===== config.mk =====
export PLATFORM = sky130hd
export DESIGN_NAME = dram_readout_uart_framer_flat
export DESIGN_NICKNAME = d
export VERILOG_FILES = /design/src/rtl/dram_readout_uart_framer_if.sv /design/src/rtl/dram_readout_uart_framer.sv /design/src/flat_wrapper.sv
export SDC_FILE = /design/constraint.sdc
export NUM_CORES = 1
export LEC_CHECK = 0
export CAP_MARGIN = 20
export CORE_UTILIZATION = 35
export DETAILED_ROUTE_END_ITERATION = 8
export PLACE_DENSITY = 0.59
export SLEW_MARGIN = 20
export SYNTH_ARGS = -nofsm -noshare
export SYNTH_HDL_FRONTEND = slang
export SYNTH_SLANG_ARGS = --single-unit

===== constraint.sdc =====
create_clock -name clk_100m -period 5.4 [get_ports clk_100m]
set_clock_uncertainty 0.1 [all_clocks]
set_input_delay 0.81 -clock clk_100m [delete_from_list [all_inputs] [get_ports clk_100m]]
set_output_delay 0.81 -clock clk_100m [all_outputs]
set_load 0.01 [all_outputs]

===== src/rtl/dram_readout_uart_framer_if.sv =====
// Framer-side bundle: start/snapshot inputs, uart_send handshake and frame status.
// master = framer, slave = whatever drives start/data and models uart_send.
interface dram_readout_uart_framer_if #(
  parameter int NUM_CH = 16,
  parameter int DATA_W = 8
);
  logic                       start;
  logic                       hex_mode;
  logic [NUM_CH*DATA_W-1:0]   data_flat;
  logic                       uart_busy;
  logic                       uart_en;
  logic [7:0]                 uart_din;
  logic                       busy;
  logic                       done;
  logic                       overrun;
  logic [7:0]                 frame_cnt;

  modport master (
    input  start, hex_mode, data_flat, uart_busy,
    output uart_en, uart_din, busy, done, overrun, frame_cnt
  );
  modport slave (
    output start, hex_mode, data_flat, uart_busy,
    input  uart_en, uart_din, busy, done, overrun, frame_cnt
  );
endinterface


===== src/rtl/dram_readout_uart_framer.sv =====
// Snapshots NUM_CH readout words on a start edge and streams them to uart_send
// as header, per-channel payload + separator, then XOR checksum.
module dram_readout_uart_framer #(
  parameter int          NUM_CH   = 16,
  parameter int          DATA_W   = 8,
  parameter logic [7:0]  HDR_BYTE = 8'hA5,
  parameter logic [7:0]  SEP_BYTE = 8'h0A,
  parameter int          BUSY_TO  = 16
) (
  input  logic                        clk_100m,
  input  logic                        rst,
  dram_readout_uart_framer_if.master  bus
);
  localparam int RAW_N = (DATA_W + 7) / 8;
  localparam int HEX_N = (DATA_W + 3) / 4;
  localparam int CH_W  = (NUM_CH > 1) ? $clog2(NUM_CH) : 1;
  localparam int J_W   = 3;
  localparam int TO_W  = $clog2(BUSY_TO + 1);

  typedef enum logic [2:0] {S_IDLE, S_LOAD, S_SEND, S_WAIT_HI, S_WAIT_LO, S_FIN} state_t;
  typedef enum logic [1:0] {G_HDR, G_PAY, G_SEP, G_CSUM} seg_t;

  state_t                         r_state;
  seg_t                           r_seg;
  logic [CH_W-1:0]                r_ch;
  logic [J_W-1:0]                 r_j;
  logic [TO_W-1:0]                r_to;
  logic [NUM_CH-1:0][DATA_W-1:0]  r_snap;
  logic                           r_hex;
  logic [7:0]                     r_csum, r_byte;
  logic                           r_start_s, r_start_q;
  logic                           r_uart_en, r_busy, r_done, r_overrun;
  logic [7:0]                     r_uart_din, r_frame_cnt;

  logic                           w_edge, w_last;
  logic [31:0]                    w_word;
  logic [3:0]                     w_nib;
  logic [7:0]                     w_byte;
  logic [J_W-1:0]                 w_last_j, w_nj;
  logic [CH_W-1:0]                w_nch;
  seg_t                           w_nseg;

  assign w_edge   = r_start_s & ~r_start_q;
  assign w_last   = (r_seg == G_CSUM);
  assign w_word   = 32'(r_snap[r_ch]);
  assign w_last_j = J_W'(r_hex ? HEX_N - 1 : RAW_N - 1);

  // Payload bytes/characters are taken most-significant first from the zero-padded word
  always_comb begin
    w_nib  = 4'(w_word >> (4 * (HEX_N - 1 - int'(r_j))));
    w_byte = HDR_BYTE;
    case (r_seg)
      G_HDR:   w_byte = HDR_BYTE;
      G_PAY:   if (r_hex) w_byte = (w_nib < 4'd10) ? 8'h30 + {4'h0, w_nib} : 8'h37 + {4'h0, w_nib};
               else       w_byte = 8'(w_word >> (8 * (RAW_N - 1 - int'(r_j))));
      G_SEP:   w_byte = SEP_BYTE;
      G_CSUM:  w_byte = r_csum;
      default: w_byte = HDR_BYTE;
    endcase
  end

  always_comb begin
    w_nseg = r_seg;
    w_nch  = r_ch;
    w_nj   = r_j;
    case (r_seg)
      G_HDR: begin w_nseg = G_PAY; w_nch = '0; w_nj = '0; end
      G_PAY: if (r_j == w_last_j) w_nseg = G_SEP;
             else                 w_nj   = r_j + J_W'(1);
      G_SEP: if (r_ch == CH_W'(NUM_CH - 1)) w_nseg = G_CSUM;
             else begin w_nseg = G_PAY; w_nch = r_ch + CH_W'(1); w_nj = '0; end
      default: ;
    endcase
  end

  always_ff @(posedge clk_100m or posedge rst) begin
    if (rst) begin
      r_state     <= S_IDLE;
      r_seg       <= G_HDR;
      r_ch        <= '0;
      r_j         <= '0;
      r_to        <= '0;
      r_snap      <= '0;
      r_hex       <= 1'b0;
      r_csum      <= '0;
      r_byte      <= '0;
      r_start_s   <= 1'b0;
      r_start_q   <= 1'b0;
      r_uart_en   <= 1'b0;
      r_uart_din  <= '0;
      r_busy      <= 1'b0;
      r_done      <= 1'b0;
      r_overrun   <= 1'b0;
      r_frame_cnt <= '0;
    end else begin
      r_start_s <= bus.start;
      r_start_q <= r_start_s;
      r_uart_en <= 1'b0;
      r_done    <= 1'b0;
      // Any edge outside IDLE (FIN included) is an overrun and never starts a frame
      if (w_edge && r_state != S_IDLE) r_overrun <= 1'b1;
      case (r_state)
        S_IDLE: if (w_edge) begin
          r_snap    <= bus.data_flat;
          r_hex     <= bus.hex_mode;
          r_overrun <= 1'b0;
          r_csum    <= '0;
          r_busy    <= 1'b1;
          r_seg     <= G_HDR;
          r_ch      <= '0;
          r_j       <= '0;
          r_state   <= S_LOAD;
        end
        S_LOAD: begin
          r_byte  <= w_byte;
          r_state <= S_SEND;
        end
        S_SEND: begin
          r_uart_en  <= 1'b1;
          r_uart_din <= r_byte;
          r_csum     <= r_csum ^ r_byte;
          r_to       <= '0;
          r_state    <= S_WAIT_HI;
        end
        S_WAIT_HI: begin
          if (bus.uart_busy) r_state <= S_WAIT_LO;
          else if (r_to == TO_W'(BUSY_TO - 1)) begin
            // uart_send never acknowledged; treat the byte as sent
            if (w_last) r_state <= S_FIN;
            else begin
              r_seg <= w_nseg; r_ch <= w_nch; r_j <= w_nj; r_state <= S_LOAD;
            end
          end else r_to <= r_to + TO_W'(1);
        end
        S_WAIT_LO: if (!bus.uart_busy) begin
          if (w_last) r_state <= S_FIN;
          else begin
            r_seg <= w_nseg; r_ch <= w_nch; r_j <= w_nj; r_state <= S_LOAD;
          end
        end
        S_FIN: begin
          r_done      <= 1'b1;
          r_frame_cnt <= r_frame_cnt + 8'd1;
          r_busy      <= 1'b0;
          r_state     <= S_IDLE;
        end
        default: r_state <= S_IDLE;
      endcase
    end
  end

  assign bus.uart_en   = r_uart_en;
  assign bus.uart_din  = r_uart_din;
  assign bus.busy      = r_busy;
  assign bus.done      = r_done;
  assign bus.overrun   = r_overrun;
  assign bus.frame_cnt = r_frame_cnt;
endmodule


===== src/flat_wrapper.sv =====
// flat-port wrapper written by rule: the top's interface ports become plain ports
module dram_readout_uart_framer_flat 
#(
  parameter int          NUM_CH   = 16,
  parameter int          DATA_W   = 8,
  parameter logic [7:0]  HDR_BYTE = 8'hA5,
  parameter logic [7:0]  SEP_BYTE = 8'h0A,
  parameter int          BUSY_TO  = 16
)
  (clk_100m, rst, bus_start, bus_hex_mode, bus_data_flat, bus_uart_busy, bus_uart_en, bus_uart_din, bus_busy, bus_done, bus_overrun, bus_frame_cnt);
  dram_readout_uart_framer_if #(.NUM_CH(NUM_CH), .DATA_W(DATA_W)) bus_i ();
  input  logic clk_100m;
  input  logic rst;
  input wire logic [$bits(bus_i.start)-1:0] bus_start;
  input wire logic [$bits(bus_i.hex_mode)-1:0] bus_hex_mode;
  input wire logic [$bits(bus_i.data_flat)-1:0] bus_data_flat;
  input wire logic [$bits(bus_i.uart_busy)-1:0] bus_uart_busy;
  output wire logic [$bits(bus_i.uart_en)-1:0] bus_uart_en;
  output wire logic [$bits(bus_i.uart_din)-1:0] bus_uart_din;
  output wire logic [$bits(bus_i.busy)-1:0] bus_busy;
  output wire logic [$bits(bus_i.done)-1:0] bus_done;
  output wire logic [$bits(bus_i.overrun)-1:0] bus_overrun;
  output wire logic [$bits(bus_i.frame_cnt)-1:0] bus_frame_cnt;
  assign bus_i.start = bus_start;
  assign bus_i.hex_mode = bus_hex_mode;
  assign bus_i.data_flat = bus_data_flat;
  assign bus_i.uart_busy = bus_uart_busy;
  assign bus_uart_en = bus_i.uart_en;
  assign bus_uart_din = bus_i.uart_din;
  assign bus_busy = bus_i.busy;
  assign bus_done = bus_i.done;
  assign bus_overrun = bus_i.overrun;
  assign bus_frame_cnt = bus_i.frame_cnt;
  dram_readout_uart_framer #(.NUM_CH(NUM_CH), .DATA_W(DATA_W), .HDR_BYTE(HDR_BYTE), .SEP_BYTE(SEP_BYTE), .BUSY_TO(BUSY_TO)) u_core (.clk_100m(clk_100m), .rst(rst), .bus(bus_i));
endmodule

After elaboration in Yosys (flattened, before gate mapping)
Cells that the tools add are included.
{ "op_classes": {"magnitude_cmp": 2, "n_reduce_logical": 14, "eq_ne": 17, "n_shift": 2, "n_bitwise": 3, "add_sub_neg": 8, "mux": 50} }
{ "ops": {"columns": ["operator", "n"], "rows": [
  ["two-way mux 3 bit", 12],
  ["binary-select mux 8 bit (select 4 bit)", 1],
  ["two-way mux 8 bit", 4],
  ["case mux 8 bit (4 select lines)", 1],
  [">> shifter 8 x 32 -> 4 bit", 1],
  [">> shifter 8 x 32 -> 8 bit", 1],
  ["two-way mux 4 bit", 6],
  ["case mux 3 bit (3 select lines)", 2],
  ["case mux 8 bit (2 select lines)", 1],
  ["case mux 3 bit (5 select lines)", 1],
  ["adder 6 x 4 -> 7 bit, first input constant", 2],
  ["two-way mux 2 bit", 7],
  ["case mux 2 bit (3 select lines)", 2],
  ["case mux 4 bit (3 select lines)", 1],
  ["two-way mux 5 bit", 2],
  ["case mux 5 bit (2 select lines)", 1],
  ["adder 8 x 1 -> 8 bit, second input constant", 1],
  ["case mux 4 bit (2 select lines)", 1],
  ["subtractor 1 x 3 -> 4 bit, first input constant", 2],
  ["bitwise XOR 8 bit", 1],
  ["two-way mux 1 bit", 7],
  ["== test 3 x 2 -> 1 bit, second input constant", 2],
  ["== test 3 bit, second input constant", 2],
  ["!= test 2 bit, second input constant", 3],
  ["24 further kinds", 32]
]} }
{ "totals": {"reg_bits": 184, "wordCells": 128} }

Longest topological paths before layout
Gate-level depths: netlist of run 1.
{ "depth": {"depth_word": 8, "depth_mapped": 10, "mapped_depth_nobuf": 9} }

Worst setup path after synthesis of run 1
Ideal clock, no wire load.
{ "synth_path": {"path_kind": "reg-to-reg", "startpoint": "register u_core.r_ch[1]", "endpoint": "register u_core.r_byte[1]", "stages_incl_launch_ff": 11, "t_arrival_ns": 2.311, "path_slack_ns": 2.909, "setup_time_ns": 0.080, "period_less_slack_ns": 2.491, "path_cell_list": "dfrtp_1 > buf_6 > buf_12 > buf_12 > mux2i_1 > a22oi_2 > a311oi_1 > or4_4 > or4_1 > a21o_1 > o211ai_2"} }
{ "synth_between": {"elab_chain_len": 7, "word_cells_on_any_way": 10, "cone_classes": "add/sub: 2; order compare: 1; shift: 2; mux: 5"} }
{ "synth_rtl": {"columns": ["item", "line", "text"], "rows": [
  ["from (decl)", "dram_readout_uart_framer.sv:25", "logic [CH_W-1:0] r_ch;"],
  ["from (signal assigned)", "dram_readout_uart_framer.sv:80", "r_ch <= '0;"],
  ["from (signal assigned)", "dram_readout_uart_framer.sv:110", "r_ch <= '0;"],
  ["from (signal assigned)", "dram_readout_uart_framer.sv:131", "r_seg <= w_nseg; r_ch <= w_nch; r_j <= w_nj; r_state <= S_LOAD;"],
  ["binary-select mux 8 bit (select 4 bit) *", "dram_readout_uart_framer.sv:45", "assign w_word = 32'(r_snap[r_ch]);"],
  ["two-way mux 8 bit (implied by the code) *", "dram_readout_uart_framer.sv:45", null],
  [">> shifter 8 x 32 -> 4 bit", "dram_readout_uart_framer.sv:50", "w_nib = 4'(w_word >> (4 * (HEX_N - 1 - int'(r_j))));"],
  ["adder 6 x 4 -> 7 bit / less-than comparator 4 bit (equally long branches)", "dram_readout_uart_framer.sv:54", "G_PAY: if (r_hex) w_byte = (w_nib < 4'd10) ? 8'h30 + {4'h0, w_nib} : 8'h37 + {4'h0, w_nib};"],
  ["two-way mux 8 bit", "dram_readout_uart_framer.sv:54", null],
  ["two-way mux 8 bit *", "dram_readout_uart_framer.sv:54", null],
  ["case mux 8 bit (4 select lines) *", "dram_readout_uart_framer.sv:52", "case (r_seg)"],
  ["to (signal assigned)", "dram_readout_uart_framer.sv:115", "r_byte <= w_byte;"],
  ["to (decl)", "dram_readout_uart_framer.sv:30", "logic [7:0] r_csum, r_byte;"]
]} }
Mark *: on every way between the ends. The rest lies on a longest branch, timed or not. The select of a mux whose other input is x is not followed.
A chain may end at the register's enable or synchronous reset.

Final worst setup path of run 1
Ends and elaborated chain as after synthesis.

==> flow_metrics.env, run 1 <==
export IMPL_number_of_buffers_on_the_longest_clock_path=2
export IMPL_syn_area_mm2=0.008798
export IMPL_synthCells=948
export IMPL_cts_buffers_inserted=17
export IMPL_worst_hold_path_num_cells=0
export IMPL_cts_hold_buf=0
export IMPL_worst_path_max_delay_cell="sky130_fd_sc_hd__dfrtp_2"
export IMPL_pwr_share_seq_pct=45.4
export IMPL_syn_num_nets=1092
export IMPL_worstHoldPathType="reg2reg"
export IMPL_global_route_wire_length_before_repair_um=34700
export IMPL_synth_top_flop_cell="sky130_fd_sc_hd__dfrtp_1"
export IMPL_reg_clk_slew_reported_paths_ns=0.07
export IMPL_netlist_top_cells_count="442 x sky130_fd_sc_hd__nand2_1, 184 x sky130_fd_sc_hd__dfrtp_1, 43 x sky130_fd_sc_hd__clkbuf_1, 37 x sky130_fd_sc_hd__o21ai_0, 29 x sky130_fd_sc_hd__nor2_1"
export IMPL_ir_worst_vdd_v=0.0002311
export IMPL_synth_top_area_share_pct=52.33
export IMPL_worstReg2RegStart="u_core.r_ch[1]"
export IMPL_swShare_pct=34.95
export IMPL_crit_buf_inv=0
export IMPL_max_cap_violations=0
export IMPL_path_max_fanout=35
export IMPL_worst_path_dominant_cell_family="multiplexers"
export IMPL_synth_area_per_cell_um2=9.281
export IMPL_status="finished, final reports clean"
export IMPL_startpoint_type="register"
export IMPL_combPwrFrac_pct=30.6
export IMPL_drcViolationCount=0
export IMPL_gr_total_overflow=0
export IMPL_dp_final_hpwl_um=14810
export IMPL_drt_iter0_markers=421
export IMPL_routed_via_count=6723
export IMPL_grt_max_degree=185
export IMPL_power_leakage_nw=5.175
export IMPL_drt_pass1_iterations=4
export IMPL_multiInputGateArea_mm2=0.003874
export IMPL_switching_power_mw=1.800
export IMPL_warnings_from_yosys=0
export IMPL_ff2ff_setup_slack_ns=2.16
export IMPL_hold_slack_ns=0.3028
export IMPL_final_routed_wirelength_um=21090
export IMPL_area_growth_synth_to_final_pct=26.56
export IMPL_finalNetCount=1213
export IMPL_register_area_mm2=0.004607
export IMPL_synth_edff_count=0
export IMPL_hold_path_startpoint="u_core.r_start_s"
export IMPL_category_of_the_worst_setup_path_capture_point="register"
export IMPL_routabilityCongestion=0.9087
export IMPL_initial_core_util_pct=35.97
export IMPL_fillCellCount=2333
export IMPL_clock_tree_from_tritoncts="done"
export IMPL_synthDistinctLibCells=52
export IMPL_die_h_um=160.6
export IMPL_grt_total_usage_pct=17.11
export IMPL_period_share_pct=60.05
export IMPL_grt_setup_unrepaired="false"
export IMPL_insertion_delay_ns=0.44
export IMPL_maxSlewHeadroom_pct=32.04
export IMPL_finalHoldViolCount=0
export IMPL_cts_repair_resized=0
export IMPL_die_width_um=160.6
export IMPL_critical_path_class="reg2reg"
export IMPL_core_mm2=0.02446
export IMPL_depth_of_the_most_critical_reg_to_reg_path=7
export IMPL_diodes_inserted=0
export IMPL_final_period_minus_worst_setup_slack_ns=3.243
export IMPL_ys_ff_latch=184
export IMPL_cts_root_buf="sky130_fd_sc_hd__clkbuf_16"
export IMPL_synth_top_cell_by_area="sky130_fd_sc_hd__dfrtp_1"
export IMPL_largest_stage_delay_worst_path_ns=0.95
export IMPL_power_density_mw_per_mm2=462.4
export IMPL_numClockSinks=184
export IMPL_number_of_input_and_output_port_buffers_inserted=152
export IMPL_drtAntennaViolNets=0
export IMPL_final_layout_size_suffix_gt1_share_pct=6.470
export IMPL_wl_per_cell_um=15.00
export IMPL_internal_power_mw=3.350
export IMPL_finalMaxSlewViolations=0
export IMPL_initial_antenna_violation_count=0
export IMPL_timing_rr_end="u_core.r_byte[1]"
export IMPL_design_die_area_mm2=0.02578
export IMPL_setup_violating_endpoint_count_in_the_final_report=0
export IMPL_synth_async_sr_flop_share_pct=100.0
export IMPL_cts_max_level=4
export IMPL_drt_vias_per_instance=4.782
export IMPL_synth_yosys_seq_area_share_pct=52.33
export IMPL_first_global_vias=6712
export IMPL_crit_arrival_ns=3.48
export IMPL_cp_required_ns=5.64
export IMPL_io_pin_count=153
export IMPL_clock_share_of_power_pct=24.0
export IMPL_post_cts_setup_buffer_count=0
export IMPL_synth_most_common_cell="sky130_fd_sc_hd__nand2_1"
export IMPL_fmaxAchievable_mhz=308.4
export IMPL_fp_row_count=57
export IMPL_cp_cell_sequence="mux4_1 -> mux2i_1 -> mux4_2 -> nor2_1 -> or4_1 -> a21o_1 -> o211ai_2"
export IMPL_whs_endpoint="u_core.r_start_q"
export IMPL_setup_total_negative_slack_ns=0
export IMPL_max_slew_worst_pin_slew_ns=1.019
export IMPL_synthTopCellsByArea="sky130_fd_sc_hd__dfrtp_1 52%, sky130_fd_sc_hd__nand2_1 19%, sky130_fd_sc_hd__mux4_1 5.1%"
## worst max-delay path by stage
stage,cells after the start,start,end,slack (ns)
6_report,7,u_core.r_ch[1],u_core.r_byte[1],2.16
5_1_grt,7,u_core.r_ch[1],u_core.r_byte[1],2.02
4_1_cts,7,u_core.r_ch[1],u_core.r_byte[1],2.13
3_5_place_dp,7,u_core.r_ch[1],u_core.r_byte[1],2.15
3_3_place_gp,7,u_core.r_ch[1],u_core.r_byte[1],2.25
2_1_floorplan,1,rst,async pin,2.13
## stage by stage
stage,utilization [%],cell area [µm²],setup slack (ns),std cells,total power [mW]
3_5_place_dp,43.02,10520,2.155,1373,3.946
3_3_place_gp,43.02,10520,2.247,1373,3.920
5_1_grt,45.52,11140,2.016,1406,5.555
2_1_floorplan,-,8802,2.125,948,3.366
6_report,45.52,11140,2.157,1406,5.150
4_1_cts,45.41,11110,2.130,1405,5.200
## layout make-up
type                    instances  share of cell area, %
well taps                     324                  3.640
clock inverters                14                  1.404
repair buffers                157                  14.40
clock buffers                  18                  3.854
multi-input cells             694                  34.79
flip-flops and latches        184                  41.37
inverters                      15                 0.5393
## cells in the final DEF, fill, tap and decap left out, types with 3 or more instances in the layout
cell type / n
sky130_fd_sc_hd__o211ai_1: 3
sky130_fd_sc_hd__clkinv_4: 3
sky130_fd_sc_hd__nand2b_1: 8
sky130_fd_sc_hd__nand2_1: 442
sky130_fd_sc_hd__clkbuf_16: 17
sky130_fd_sc_hd__dfrtp_1: 182
sky130_fd_sc_hd__a21oi_1: 16
sky130_fd_sc_hd__and3_1: 7
sky130_fd_sc_hd__clkdlybuf4s50_1: 152
sky130_fd_sc_hd__xnor2_1: 8
sky130_fd_sc_hd__o31ai_1: 3
sky130_fd_sc_hd__clkinvlp_4: 3
sky130_fd_sc_hd__a31oi_1: 6
sky130_fd_sc_hd__nor2b_1: 4
sky130_fd_sc_hd__nor3_1: 7
sky130_fd_sc_hd__o21ai_0: 37
sky130_fd_sc_hd__nand4_1: 9
sky130_fd_sc_hd__mux2i_1: 11
sky130_fd_sc_hd__nand3b_1: 4
sky130_fd_sc_hd__nor2_1: 28
sky130_fd_sc_hd__ha_1: 11
sky130_fd_sc_hd__mux4_1: 17
sky130_fd_sc_hd__nand3_1: 17
sky130_fd_sc_hd__mux4_2: 12
sky130_fd_sc_hd__inv_6: 4
sky130_fd_sc_hd__inv_8: 3
sky130_fd_sc_hd__mux2_2: 9
sky130_fd_sc_hd__inv_1: 14
## worst reg2reg max path, delay by kind of cell (launching register included)
family          cells  cell delay [ns]
mux                 3             1.26
simple gates        2             0.59
flops               1             0.95
compound gates      2             0.25
## registers in the layout, indices dropped and copies added, names as in the netlist, named ones only
signal / cells
u_core.r_snap: 128
u_core.bus.busy: 1
u_core.r_seg: 2
u_core.bus.uart_en: 1
u_core.r_start_s: 1
u_core.r_start_q: 1
u_core.r_to: 5
u_core.r_byte: 8
u_core.r_j: 3
u_core.r_csum: 8
u_core.bus.done: 1
u_core.r_state: 3
u_core.bus.uart_din: 8
u_core.r_ch: 4
u_core.r_hex: 1
u_core.bus.frame_cnt: 8
## cells by family (layout without fill, tap and decap cells)
| group | after synthesis | after routing | synth area share [%] |
|---|---|---|---|
| buf+inv | 70 | 204 | 3.811 |
| mux | 49 | 49 | 10.55 |
| compound gates | 83 | 83 | 5.774 |
| fa+ha+maj | 11 | 11 | 1.564 |
| flops | 184 | 184 | 52.33 |
| xor+xnor | 10 | 10 | 0.9955 |
| simple gates | 541 | 541 | 24.97 |
## routing by layer
metal  wire length [µm]  vias up  GRT usage, %  share of wire, %
met3                875        7         4.081               4.1
met2               9767      147         26.45                46
met5                  0        -             0                 0
met1              10320     3193         24.37                49
li1                   -     3376             -                 -
met4                121        0         3.723              0.57
## power groups by stage
stage,clock network (mW),registers (mW),logic [mW]
2_1_floorplan,0,2.23,1.14
3_3_place_gp,0,2.37,1.55
3_5_place_dp,0,2.35,1.59
4_1_cts,1.27,2.33,1.60
5_1_grt,1.33,2.42,1.81
6_report,1.24,2.34,1.58
Power figures use the tool's default switching activity.
==> inputs of run 2 (changes only) <==
Settings changed: PLACE_DENSITY 0.59 to 0.57.
Clock period 5.4 ns to 3.4 ns, I/O delays scaled along.
==> run 2 against run 1 <==
Effect of this change: critical path depth unchanged; combinational power is 58% higher; count of clock-buffer cells in the layout rose by 1; maximum frequency up 12%; flip-flop and latch count unchanged; design area up 0.27%; first-iteration DRC count up 26%; core utilization rose by 0.12 points; non-clock buffer count rose by 4; setup slack lost 1.7 ns; die area unchanged; register-to-register slack worse by 1.7 ns; highest routed layer unchanged.
==> flow_metrics.env, run 2 (synthesis results as in run 1) <==
export IMPL_total_power_mw=8.274
export IMPL_grt_total_usage_pct=18.00
export IMPL_path_max_fanout=23
export IMPL_cts_root_buf="sky130_fd_sc_hd__clkbuf_16"
export IMPL_finalNetCount=1217
export IMPL_post_place_cells=1378
export IMPL_initial_core_util_pct=35.97
export IMPL_startpoint_type="register"
export IMPL_largest_register_ff_count=128
export IMPL_post_cts_setup_buffer_count=0
export IMPL_final_routed_wirelength_um=21970
export IMPL_period_share_pct=85.25
export IMPL_drt_vias_per_instance=4.762
export IMPL_category_of_the_worst_setup_path_capture_point="register"
export IMPL_routed_via_count=6709
export IMPL_layout_commonest_cell="sky130_fd_sc_hd__nand2_1"
export IMPL_max_cap_violations=0
export IMPL_core_mm2=0.02446
export IMPL_reg_clk_slew_reported_paths_ns=0.07
export IMPL_multiInputGateArea_mm2=0.003874
export IMPL_numClockSinks=184
export IMPL_fmaxAchievable_mhz=345.0
export IMPL_initial_antenna_violation_count=0
export IMPL_cts_repair_resized=0
export IMPL_grt_setup_unrepaired="false"
export IMPL_power_density_mw_per_mm2=741.1
export IMPL_reg_with_most_ffs="u_core.r_snap"
export IMPL_power_leakage_nw=5.197
export IMPL_critical_path_class="reg2reg"
export IMPL_insertion_delay_ns=0.43
export IMPL_wl_per_cell_um=15.59
export IMPL_maxSlewHeadroom_pct=50.98
export IMPL_setup_violating_endpoint_count_in_the_final_report=0
export IMPL_crit_arrival_ns=3.14
export IMPL_cp_required_ns=3.64
export IMPL_design_die_area_mm2=0.02578
export IMPL_ir_worst_vdd_v=0.0002988
export IMPL_worstHoldPathType="in2async"
export IMPL_final_period_minus_worst_setup_slack_ns=2.899
export IMPL_worst_path_max_delay_cell="sky130_fd_sc_hd__dfrtp_2"
export IMPL_diodes_inserted=0
export IMPL_drt_iter0_markers=532
export IMPL_register_area_mm2=0.004608
export IMPL_setup_total_negative_slack_ns=0
export IMPL_status="finished, final reports clean"
export IMPL_die_width_um=160.6
export IMPL_final_cells=1409
export IMPL_die_h_um=160.6
export IMPL_final_cell_mix="442 x sky130_fd_sc_hd__nand2_1, 181 x sky130_fd_sc_hd__dfrtp_1, 152 x sky130_fd_sc_hd__clkdlybuf4s50_1"
export IMPL_area_growth_synth_to_final_pct=26.91
export IMPL_cp_cell_sequence="mux4_1 -> mux2i_1 -> nor2b_1 -> nor4_1 -> or4_1 -> a21o_1 -> o211ai_2"
export IMPL_number_of_input_and_output_port_buffers_inserted=152
export IMPL_clock_tree_from_tritoncts="done"
export IMPL_io_pin_count=153
export IMPL_routabilityCongestion=0.8605
export IMPL_first_global_vias=6907
export IMPL_cts_buffers_inserted=17
export IMPL_drcViolationCount=0
export IMPL_finalMaxSlewViolations=0
export IMPL_drtAntennaViolNets=0
export IMPL_number_of_buffers_on_the_longest_clock_path=2
export IMPL_final_layout_size_suffix_gt1_share_pct=6.912
export IMPL_global_route_wire_length_before_repair_um=36540
export IMPL_finalHoldViolCount=0
export IMPL_drt_pass1_iterations=5
export IMPL_gr_total_overflow=0
export IMPL_grt_max_degree=130
export IMPL_cts_max_level=4
export IMPL_cts_hold_buf=0
export IMPL_dp_final_hpwl_um=15880
export IMPL_fp_row_count=57
export IMPL_largest_stage_delay_worst_path_ns=0.74
export IMPL_fillCellCount=2337
export IMPL_max_slew_worst_pin_slew_ns=0.7352
==> run 2: changes by cell type in the layout (fill, tap and decap cells not counted), moves of 2 or more <==
cell	previous run	this run
sky130_fd_sc_hd__clkbuf_8	0	2
sky130_fd_sc_hd__clkinv_4	3	1
sky130_fd_sc_hd__buf_4	2	6
sky130_fd_sc_hd__inv_8	3	1
sky130_fd_sc_hd__clkinv_2	0	2
==> run 2: final cells by class <==
cell class | count | share of cell area [%]
clock buffers | 19 | 4.056
clock inverters | 12 | 1.244
inverters | 15 | 0.5379
multi-input cells | 694 | 34.69
flip-flops and latches | 184 | 41.27
well taps | 324 | 3.631
repair buffers | 161 | 14.57
==> run 2: report_power, final <==
part / internal, mW / total [mW] / switching, mW
clock network: 1.13 / 1.99 / 0.859
logic: 1.15 / 2.49 / 1.34
registers: 3.13 / 3.79 / 0.662
total: 5.41 / 8.27 / 2.86
==> run 2: layer usage <==
| layer | up-vias | share of wire (%) | wire, µm | global-route usage [%] |
|---|---|---|---|---|
| li1 | 3371 | - | - | - |
| met1 | 3183 | 48 | 10580 | 25.15 |
| met2 | 141 | 47 | 10340 | 28.73 |
| met3 | 14 | 3.9 | 866 | 3.383 |
| met4 | 0 | 0.84 | 184 | 4.675 |
| met5 | - | 0 | 0 | 0 |
==> run 2: worst max-delay path: cells and delay by family (launching register included) <==
family           cells  cell delay [ns]
AO/OA/AOI/OAI        2             0.25
AND/OR/NAND/NOR      3             0.80
flip-flops           1             0.74
multiplexers         2             0.93
==> run 2: final timing paths <==
kind,startpoint,end,slack (ns),cells after the start
max in group asynchronous,rst,u_core.r_ch[2],2.04,3
max reg2reg,u_core.r_ch[0],u_core.r_byte[1],0.50,7
max,u_core.r_ch[0],u_core.r_byte[1],0.50,7
min reg2reg,u_core.r_start_s,u_core.r_start_q,0.29,0
min in group clk_100m,u_core.r_start_s,u_core.r_start_q,0.29,0
min,rst,u_core.bus.uart_din[3],0.22,2
==> run 2: through the flow <==
stage | hold WS [ns] | utilization [%] | setup slack (ns) | area, µm²
3_5_place_dp | 0.2806 | 43.23 | 0.4956 | 10570
2_1_floorplan | 0.2589 | - | 0.4255 | 8802
5_1_grt | 0.2053 | 45.64 | 0.3392 | 11170
4_1_cts | 0.2096 | 45.64 | 0.4523 | 11170
6_report | 0.2177 | 45.64 | 0.5014 | 11170
3_3_place_gp | 0.2811 | 43.23 | 0.5899 | 10570
==> inputs of run 3 (changes only) <==
Settings changed: CORE_ASPECT_RATIO from default to 1.5, CORE_UTILIZATION 35 to 53, PLACE_DENSITY 0.57 to 0.8, SLEW_MARGIN 20 to default.
==> run 3 against run 2 <==
Effect of this change: sequential power hardly changed; routed wire length is 3.7% lower; non-clock buffer count is 5 higher; global-route usage is 8.4 points higher; sequential share of layout area is 0.11 points higher; maximum frequency hardly changed; largest power group unchanged; setup slack better by 0.0012 ns.
==> flow_metrics.env, run 3 (synthesis results as in run 1) <==
export IMPL_depth_of_the_most_critical_reg_to_reg_path=8
export IMPL_fmaxAchievable_mhz=345.1
export IMPL_setup_violating_endpoint_count_in_the_final_report=0
export IMPL_ir_worst_vdd_v=0.0004022
export IMPL_path_max_fanout=20
export IMPL_core_mm2=0.01619
export IMPL_routed_via_count=7042
export IMPL_dpl_worst_slack_ns=0.5197
export IMPL_grt_setup_unrepaired="false"
export IMPL_worst_slack_ns=0.5026
export IMPL_critical_path_class="reg2reg"
export IMPL_design_die_area_mm2=0.01713
export IMPL_finalMaxSlewViolations=0
export IMPL_number_of_buffers_on_the_longest_clock_path=2
export IMPL_routabilityCongestion=0.8996
export IMPL_status="finished, final reports clean"
export IMPL_finalNetCount=1222
export IMPL_drt_vias_per_instance=5.434
export IMPL_worst_hold_path_num_cells=0
export IMPL_multiInputGateArea_mm2=0.003874
export IMPL_instance_area_at_placement_mm2=0.01049
export IMPL_power_leakage_nw=5.259
export IMPL_dp_final_hpwl_um=15370
export IMPL_category_of_the_worst_setup_path_capture_point="register"
export IMPL_register_area_mm2=0.004607
export IMPL_ff2ff_setup_slack_ns=0.50
export IMPL_timing_rr_end="u_core.r_byte[1]"
export IMPL_setup_total_negative_slack_ns=0
export IMPL_period_share_pct=85.22
export IMPL_reg_with_most_ffs="u_core.r_snap"
export IMPL_drt_pass1_iterations=5
export IMPL_cts_repair_resized=0
export IMPL_cts_buffers_inserted=17
export IMPL_grt_max_degree=132
export IMPL_initial_core_util_pct=54.35
export IMPL_max_slew_worst_pin_slew_ns=0.6640
export IMPL_global_route_wire_length_before_repair_um=34480
export IMPL_cts_hold_buf=0
export IMPL_post_place_cells=1265
export IMPL_finalHoldViolCount=0
export IMPL_fillCellCount=1228
export IMPL_power_density_mw_per_mm2=762.7
export IMPL_maxSlewHeadroom_pct=55.64
export IMPL_grt_total_usage_pct=26.37
export IMPL_first_global_vias=7097
export IMPL_drtAntennaViolNets=0
export IMPL_whs_endpoint="u_core.r_start_q"
export IMPL_finalInstanceArea_mm2=0.01113
export IMPL_clock_tree_from_tritoncts="done"
export IMPL_post_cts_setup_buffer_count=0
export IMPL_final_cells=1296
export IMPL_cts_root_buf="sky130_fd_sc_hd__clkbuf_16"
export IMPL_insertion_delay_ns=0.44
export IMPL_drt_iter0_markers=407
export IMPL_worstHoldPathType="reg2reg"
export IMPL_diodes_inserted=0
export IMPL_final_cell_mix="442 x sky130_fd_sc_hd__nand2_1, 182 x sky130_fd_sc_hd__dfrtp_1, 152 x sky130_fd_sc_hd__clkdlybuf4s50_1"
export IMPL_die_width_um=107.2
export IMPL_io_pin_count=153
export IMPL_crit_arrival_ns=3.15
export IMPL_final_routed_wirelength_um=21160
export IMPL_die_h_um=159.8
export IMPL_largest_register_ff_count=128
export IMPL_hold_path_startpoint="u_core.r_start_s"
export IMPL_layout_commonest_cell="sky130_fd_sc_hd__nand2_1"
export IMPL_fp_row_count=57
export IMPL_cp_required_ns=3.66
export IMPL_area_growth_synth_to_final_pct=26.54
export IMPL_initial_antenna_violation_count=0
export IMPL_number_of_input_and_output_port_buffers_inserted=152
export IMPL_final_layout_size_suffix_gt1_share_pct=7.248
export IMPL_wl_per_cell_um=16.33
export IMPL_gr_total_overflow=0
export IMPL_final_period_minus_worst_setup_slack_ns=2.897
export IMPL_reg_clk_slew_reported_paths_ns=0.07
export IMPL_numClockSinks=184
export IMPL_cts_max_level=4
export IMPL_max_cap_violations=0
export IMPL_worstReg2RegStart="u_core.r_ch[2]"
export IMPL_drcViolationCount=0
export IMPL_startpoint_type="register"
## run 3: cell count changes in the layout (fill, tap and decap cells not counted), sizes merged
| cell | delta |
|---|---|
| buf | +5 |
| bufinv | +3 |
| clkbuf | -2 |
| clkinv | +1 |
| clkinvlp | -2 |
## run 3: final cells by class
type / count / share of cell area [%]
tap: 206 / 2.315
clock inverter: 14 / 1.978
timing repair buffer: 166 / 15.17
multi-input combinational: 694 / 34.79
clock buffer: 17 / 3.821
inverter: 15 / 0.5394
sequential: 184 / 41.38
## run 3: per-layer routing
layer,GRT usage [%],routed length (µm)
met5,0,0
met4,13.26,845
met3,4.571,751
met2,45.40,11250
met1,31.52,8313
## run 3: power breakdown
part	leakage, nW	total, mW	switching, mW	internal, mW
registers	2.28	3.78	0.654	3.13
clock network	0.314	2.18	0.868	1.31
logic	2.66	2.53	1.36	1.16
## run 3: through the flow
| step | power, mW | hold slack (ns) | util, % |
|---|---|---|---|
| 2_1_floorplan | 5.347 | 0.2589 | - |
| 3_3_place_gp | 6.196 | 0.2732 | 64.78 |
| 3_5_place_dp | 6.316 | 0.2874 | 64.78 |
| 4_1_cts | 8.524 | 0.3029 | 68.77 |
| 5_1_grt | 9.027 | 0.3170 | 68.77 |
| 6_report | 8.491 | 0.2995 | 68.77 |
## run 3: how the worst max path moves through the flow
stage / end / depth (start not counted) / from / slack [ns]
after floorplan: async pin / 1 / rst / 0.43
after global placement: u_core.r_byte[1] / 9 / u_core.r_ch[1] / 0.55
after detailed placement: u_core.r_byte[1] / 9 / u_core.r_ch[1] / 0.52
after CTS: u_core.r_byte[1] / 9 / u_core.r_ch[1] / 0.50
after global routing: u_core.r_byte[2] / 9 / u_core.r_ch[1] / 0.36
final: u_core.r_byte[1] / 8 / u_core.r_ch[2] / 0.50
## run 3: critical path: stages, from the launching register on
cell	delay, ns
sky130_fd_sc_hd__dfrtp_2	0.69
sky130_fd_sc_hd__buf_12	0.22
sky130_fd_sc_hd__mux4_1	0.28
sky130_fd_sc_hd__mux2i_1	0.36
sky130_fd_sc_hd__mux4_2	0.30
sky130_fd_sc_hd__nor2_1	0.08
sky130_fd_sc_hd__or4_1	0.53
sky130_fd_sc_hd__a21o_1	0.18
sky130_fd_sc_hd__o211ai_2	0.06
